File: config.mk
export PLATFORM = sky130hd
export DESIGN_NAME = alog_frame_tx
export DESIGN_NICKNAME = d
export VERILOG_FILES = /design/src/rtl/alog_pkg.sv /design/src/rtl/alog_triplet_fifo.sv /design/src/rtl/alog_frame_tx.sv
export SDC_FILE = /design/constraint.sdc
export NUM_CORES = 1
export LEC_CHECK = 0
export BUFFER_PORTS_ARGS = -buffer_cell sky130_fd_sc_hd__buf_2
export CORE_MARGIN = 5
export CORE_UTILIZATION = 41
export DETAILED_ROUTE_END_ITERATION = 6
export HOLD_SLACK_MARGIN = 0.08
export SETUP_SLACK_MARGIN = 0.05
export SLEW_MARGIN = 20
export SYNTH_ARGS = -nofsm -noshare
export SYNTH_HDL_FRONTEND = slang
export SYNTH_SLANG_ARGS = --single-unit
File: constraint.sdc
create_clock -name clk -period 3.1 [get_ports clk]
set_clock_uncertainty 0.15 [all_clocks]
set_input_delay 0.465 -clock clk [delete_from_list [all_inputs] [get_ports clk]]
set_output_delay 0.465 -clock clk [all_outputs]
set_load 0.02 [all_outputs]
File: src/rtl/alog_pkg.sv
// Shared types for the alog frame transmitter: sample width, frame FSM states, triplet payload.
// Latency: n/a (types and constants only).
// Backpressure: n/a.
package alog_pkg;

    // Sample width of every channel in a triplet.
    localparam int DW = 14;

    // Frame sequencer states: waiting for data, head_flag window, low gap.
    typedef enum logic [1:0] {
        ST_IDLE = 2'd0,
        ST_HEAD = 2'd1,
        ST_GAP  = 2'd2
    } frame_state_t;

    // One acquisition triplet. The reference field cannot be called "ref"
    // because that is a reserved word, hence ref_smp.
    typedef struct packed {
        logic [DW-1:0] ch2;
        logic [DW-1:0] ch3;
        logic [DW-1:0] ref_smp;
    } triplet_t;

endpackage

File: src/rtl/alog_triplet_fifo.sv
// Synchronous FIFO of triplets with registered full/empty and simultaneous push/pop.
// Latency: a pushed entry is visible at pop_dat (empty low) the cycle after the write edge.
// Backpressure: push is ignored while full; pop is ignored while empty.
module alog_triplet_fifo
    import alog_pkg::*;
#(
    parameter int DEPTH = 4
) (
    input  logic     clk,
    input  logic     rstn,
    input  logic     push,
    input  triplet_t push_dat,
    input  logic     pop,
    output triplet_t pop_dat,
    output logic     full,
    output logic     empty
);

    // DEPTH is a power of two >= 2, so the pointers wrap naturally.
    localparam int            AW       = (DEPTH > 1) ? $clog2(DEPTH) : 1;
    localparam logic [AW:0]   CNT_FULL = (AW+1)'(DEPTH);
    localparam logic [AW:0]   CNT_ONE  = (AW+1)'(1);
    localparam logic [AW-1:0] PTR_ONE  = AW'(1);

    triplet_t        mem [DEPTH];
    logic [AW-1:0]   wr_ptr;
    logic [AW-1:0]   rd_ptr;
    logic [AW:0]     count;
    logic [AW:0]     count_nxt;
    logic            do_push;
    logic            do_pop;

    assign do_push = push & ~full;
    assign do_pop  = pop & ~empty;
    assign pop_dat = mem[rd_ptr];

    // Occupancy after this cycle's push/pop; a simultaneous pair leaves it unchanged.
    always_comb begin
        count_nxt = count;
        case ({do_push, do_pop})
            2'b10:   count_nxt = count + CNT_ONE;
            2'b01:   count_nxt = count - CNT_ONE;
            default: count_nxt = count;
        endcase
    end

    // Storage array; contents are don't-care until written, so it carries no reset.
    always_ff @(posedge clk) begin
        if (do_push) begin
            mem[wr_ptr] <= push_dat;
        end
    end

    // Pointers, count and registered full/empty flags.
    always_ff @(posedge clk or negedge rstn) begin
        if (!rstn) begin
            wr_ptr <= '0;
            rd_ptr <= '0;
            count  <= '0;
            full   <= 1'b0;
            empty  <= 1'b1;
        end else begin
            if (do_push) begin
                wr_ptr <= wr_ptr + PTR_ONE;
            end
            if (do_pop) begin
                rd_ptr <= rd_ptr + PTR_ONE;
            end
            count <= count_nxt;
            full  <= (count_nxt == CNT_FULL);
            empty <= (count_nxt == '0);
        end
    end

endmodule

File: src/rtl/alog_frame_tx.sv
// Frame transmitter: buffers triplets and issues one head_flag window (HOLD high, GAP low) per triplet.
// Latency: push to head_flag rise is 2 cycles from an empty FIFO; frame period >= HOLD+GAP+1 cycles.
// Backpressure: in_ready = FIFO not full; a valid offered while not ready is dropped and sets sticky overrun.
module alog_frame_tx
    import alog_pkg::*;
#(
    parameter int HOLD_CYCLES = 20,
    parameter int GAP_CYCLES  = 2,
    parameter int FIFO_DEPTH  = 4
) (
    input  logic          clk,
    input  logic          rstn,
    input  logic          in_valid,
    output logic          in_ready,
    input  logic [DW-1:0] in_ch2,
    input  logic [DW-1:0] in_ch3,
    input  logic [DW-1:0] in_ref,
    output logic          head_flag,
    output logic [DW-1:0] buffer_2,
    output logic [DW-1:0] buffer_3,
    output logic [DW-1:0] reff,
    output logic [15:0]   frame_cnt,
    output logic          overrun
);

    // One down-counter serves both the hold and the gap phase.
    localparam int            CNT_MAX   = (HOLD_CYCLES > GAP_CYCLES) ? HOLD_CYCLES : GAP_CYCLES;
    localparam int            CW        = $clog2(CNT_MAX) + 1;
    localparam logic [CW-1:0] HOLD_LOAD = CW'(HOLD_CYCLES - 1);
    localparam logic [CW-1:0] GAP_LOAD  = CW'(GAP_CYCLES - 1);
    localparam logic [CW-1:0] CNT_ONE   = CW'(1);

    frame_state_t  state_q;
    frame_state_t  state_d;
    logic [CW-1:0] cnt_q;
    logic [CW-1:0] cnt_d;
    logic          fifo_full;
    logic          fifo_empty;
    logic          push;
    logic          pop;
    logic          frame_done;
    triplet_t      push_dat;
    triplet_t      pop_dat;

    // in_ready comes straight from the FIFO's registered full flag, so a pop
    // only re-opens the input on the cycle after it happens.
    assign in_ready = ~fifo_full;
    assign push     = in_valid & in_ready;
    assign push_dat = '{ch2: in_ch2, ch3: in_ch3, ref_smp: in_ref};

    alog_triplet_fifo #(
        .DEPTH (FIFO_DEPTH)
    ) u_fifo (
        .clk      (clk),
        .rstn     (rstn),
        .push     (push),
        .push_dat (push_dat),
        .pop      (pop),
        .pop_dat  (pop_dat),
        .full     (fifo_full),
        .empty    (fifo_empty)
    );

    // Frame state register.
    always_ff @(posedge clk or negedge rstn) begin
        if (!rstn) begin
            state_q <= ST_IDLE;
        end else begin
            state_q <= state_d;
        end
    end

    // Next-state: leave IDLE on data, end HEAD/GAP when the counter reaches zero.
    always_comb begin
        state_d = state_q;
        case (state_q)
            ST_IDLE: if (!fifo_empty)   state_d = ST_HEAD;
            ST_HEAD: if (cnt_q == '0)   state_d = ST_GAP;
            ST_GAP:  if (cnt_q == '0)   state_d = ST_IDLE;
            default:                    state_d = ST_IDLE;
        endcase
    end

    // Per-state control: pop strobe, counter next value, end-of-frame strobe.
    always_comb begin
        pop        = 1'b0;
        cnt_d      = cnt_q;
        frame_done = 1'b0;
        case (state_q)
            ST_IDLE: begin
                if (!fifo_empty) begin
                    pop   = 1'b1;
                    cnt_d = HOLD_LOAD;
                end
            end
            ST_HEAD: begin
                if (cnt_q == '0) begin
                    cnt_d      = GAP_LOAD;
                    frame_done = 1'b1;
                end else begin
                    cnt_d = cnt_q - CNT_ONE;
                end
            end
            ST_GAP: begin
                if (cnt_q != '0) begin
                    cnt_d = cnt_q - CNT_ONE;
                end
            end
            default: begin
                cnt_d = '0;
            end
        endcase
    end

    // Phase counter and head_flag; head_flag is registered from the next state
    // so it rises on the same edge that pops the payload.
    always_ff @(posedge clk or negedge rstn) begin
        if (!rstn) begin
            cnt_q     <= '0;
            head_flag <= 1'b0;
        end else begin
            cnt_q     <= cnt_d;
            head_flag <= (state_d == ST_HEAD);
        end
    end

    // Payload registers load only on a pop and hold through GAP and IDLE.
    always_ff @(posedge clk or negedge rstn) begin
        if (!rstn) begin
            buffer_2 <= '0;
            buffer_3 <= '0;
            reff     <= '0;
        end else if (pop) begin
            buffer_2 <= pop_dat.ch2;
            buffer_3 <= pop_dat.ch3;
            reff     <= pop_dat.ref_smp;
        end
    end

    // Frame counter (wraps) and sticky overrun flag.
    always_ff @(posedge clk or negedge rstn) begin
        if (!rstn) begin
            frame_cnt <= '0;
            overrun   <= 1'b0;
        end else begin
            if (frame_done) begin
                frame_cnt <= frame_cnt + 16'd1;
            end
            if (in_valid && !in_ready) begin
                overrun <= 1'b1;
            end
        end
    end

endmodule

==> flow_summary.ini <==
[logic_synthesis]
synth-async-reset-ratio = 0.314
synthFlopType = edfxtp_1
synth_fp_nets = 616
syn_area_um2 = 9420
synthDistinctLibCells = 46
synth_edf_count = 168
ys_ff_latch = 245
synth.top_cell.area_share = 0.536
ys_seq_area_frac = 0.740
ys_top_cells_by_area = edfxtp_1 (54%), dfrtp_1 (20%), mux4_2 (10%)
avgSynthCellArea_um2 = 16.7
synth_top_area_cell = edfxtp_1
yosysWarnings = 0
syn_inst = 563

[placed_design]
place_congestion = 0.818
portBuffers = 105
hpwlAfterDp_um = 11600

[timing]
rsz0062_at_grt = false
holdWs_ns = 0.308
hold_violations = 0
tightest_slew_ns = 0.666
fin_setup_tns_ns = 0
maxSlewViolCount = 0
finalCritPeriodShare = 0.805
max_freq_ghz = 0.401
setup_violations = 0
finalCriticalPeriod_ns = 2.50
relSlewSlack = 0.556

[power_and_ir_drop]
p_int_w = 0.00744
pwr-share-seq = 0.446
p_sw_w = 0.00346
switching_share = 0.317
p_comb_frac = 0.285
p_per_area_nw_per_um2 = 935
ir_drop_mv = 0.470
power.total_w = 0.0109
pwr-share-clk = 0.269
p_leak_nw = 4.65

[route]
finalWirelength_um = 19400
ant_nets = 0
route.detailed.drc = 0
drt-initial-drc-count = 315
drt_pass1_iterations = 4
vias_per_cell = 5.07
vias = 5255
routedWlPerCell_um = 18.7

[grt]
grt_usage = 0.150
grt_pass1_wl_um = 31100
grt_pass1_vias = 5764
grt.overflow.total = 0
grt_max_degree = 48
antenna_found_initial = 1

[cts]
root_buffer = clkbuf_16
cts_tree = built
clock_sinks = 245
htree_levels = 1
cts.clk_slew.worst_paths_ns = 0.06
cts_setup_buffers = 0
insertion_delay_ns = 0.52
cts_resized = 0
numCtsBuffers = 26
hold_buffers = 44
cts_buffer_depth = 3

[final_layout]
drive_above_1_share = 0.297
multi_input_area_um2 = 2310
seq_area_um2 = 6980
fillerInstances = 1872
synthToLayoutAreaGrowth_pct = 23.7
num-nets-final = 784

[floorplanning]
io_pins = 106
die_y_um = 162
die_area_um2 = 26100
core_um2 = 22600
start_util = 0.416
std_cell_rows = 55
fp.dieW_um = 162

[run]
cap_viol_max_count = 0

[setup_path]
arrival_ns = 2.80
crit_path_end_kind = register
worstPathRequired_ns = 3.40
critical_path_class = reg2reg
crit_path_start_kind = register
crit_fanout = 2

[run_status]
outcome = finished, final reports clean

[worst_hold_path]
hp-class = reg2reg
## final timing paths
kind / depth (start not counted) / endpoint / slack [ns] / start
max: 7 / u_fifo.full / 0.60 / state_q[1]
min: 1 / overrun / 0.31 / overrun
max reg2reg: 7 / u_fifo.full / 0.60 / state_q[1]
min reg2reg: 1 / overrun / 0.31 / overrun
max in group asynchronous: 3 / u_fifo.empty / 1.71 / rstn
min in group asynchronous: 2 / overrun / 0.37 / rstn
## state kept, by name (all words and copies together) (netlist names)
| register | cells |
|---|---|
| reff | 14 |
| frame_cnt | 16 |
| head_flag | 1 |
| u_fifo.rd_ptr | 2 |
| u_fifo.mem | 168 |
| state_q | 2 |
| u_fifo.empty | 1 |
| cnt_q | 6 |
| u_fifo.full | 1 |
| buffer_2 | 14 |
| u_fifo.count | 3 |
| buffer_3 | 14 |
| overrun | 1 |
| u_fifo.wr_ptr | 2 |
## worst max-delay path, cell delays in order, from the launching register on
cell and delay (ns):
dfrtp_1 0.37, or3_2 0.50, inv_2 0.08, ha_1 0.20
fa_1 0.43, mux2_2 0.27, or2_2 0.31, nor2b_1 0.12
## power groups by stage
stage	Combinational, W	Clock [W]	Sequential [W]
5_1_grt	0.00342	0.00315	0.00497
6_report	0.00310	0.00293	0.00486
2_1_floorplan	0.00189	0	0.00506
4_1_cts	0.00318	0.00300	0.00489
3_3_place_gp	0.00304	0	0.00491
3_5_place_dp	0.00312	0	0.00495
## cell usage after synthesis, types with 2 or more instances
| master | instances |
|---|---|
| or2_2 | 2 |
| nand2_1 | 139 |
| nor2_1 | 7 |
| clkbuf_1 | 16 |
| edfxtp_1 | 168 |
| dfrtp_1 | 76 |
| o21bai_1 | 2 |
| xor2_1 | 10 |
| o31ai_1 | 2 |
| nor2b_1 | 5 |
| nand3_1 | 4 |
| nor3_1 | 2 |
| nor4_2 | 3 |
| xnor2_1 | 13 |
| and3_1 | 4 |
| buf_2 | 8 |
| inv_1 | 9 |
| mux4_2 | 42 |
| a211o_1 | 3 |
| o21ai_0 | 6 |
| and2_1 | 4 |
| nand2b_1 | 2 |
| a21oi_1 | 4 |
| nor4b_1 | 2 |
| nand4_1 | 2 |
| mux2_2 | 2 |
| ha_1 | 7 |
## logic make-up (layout without fill, tap and decap cells)
kind of cell / Yosys count / in the layout / share of synthesized area
adder cells (fa/ha/maj): 8 / 8 / 0.0114
AND/OR/NAND/NOR: 185 / 185 / 0.0908
AO/OA/AOI/OAI: 24 / 24 / 0.0185
other: 0 / 1 / 0
flip-flops: 245 / 245 / 0.740
buffers and inverters: 34 / 221 / 0.0146
XOR/XNOR: 23 / 23 / 0.0214
multiplexers: 44 / 44 / 0.103
## final cells by class
class                   count  share of cell area
flip-flops and latches    245               0.599
multi-input cells         284               0.198
repair buffers            164              0.0992
clock buffers              34              0.0584
well taps                 285              0.0306
clock inverters            13              0.0107
inverters                  10             0.00322
diodes                      1            0.000215
## cell usage in the layout (no fill, tap or decap), types with 3 or more instances in the layout
cell	Yosys	final
a211o_1	3	3
buf_4	0	10
nor2_1	7	7
and3_1	4	4
nor4_2	3	3
a21oi_1	4	4
buf_12	0	6
clkbuf_16	0	26
clkinv_2	0	9
and2_2	0	4
xnor2_1	13	13
inv_1	9	9
nand2_1	139	139
mux4_2	42	42
o21ai_0	6	6
clkbuf_1	16	8
nand3_1	4	4
xor2_1	10	10
edfxtp_1	168	168
ha_1	7	7
buf_2	8	104
nor2b_1	5	5
dfrtp_1	76	74
dlygate4sd3_1	0	44
## per-stage QoR
step	std cells	worst slack, ns	utilization	instance area (um2)
4_1_cts	1035	0.582	0.514	11600
3_5_place_dp	944	0.590	0.459	10400
6_report	1036	0.603	0.515	11600
2_1_floorplan	563	0.345	-	9420
5_1_grt	1036	0.491	0.515	11600
3_3_place_gp	944	0.676	0.459	10400
## metal layers
| layer | part of all wire | up-vias | wire length [um] | GRT usage |
|---|---|---|---|---|
| li1 | - | 2408 | - | - |
| met1 | 0.44 | 2680 | 8470 | 0.199 |
| met2 | 0.49 | 138 | 9540 | 0.257 |
| met3 | 0.053 | 29 | 1020 | 0.0316 |
| met4 | 0.020 | 0 | 385 | 0.0341 |
| met5 | 0 | - | 0 | 0 |
(Power assumes the default switching activity.)
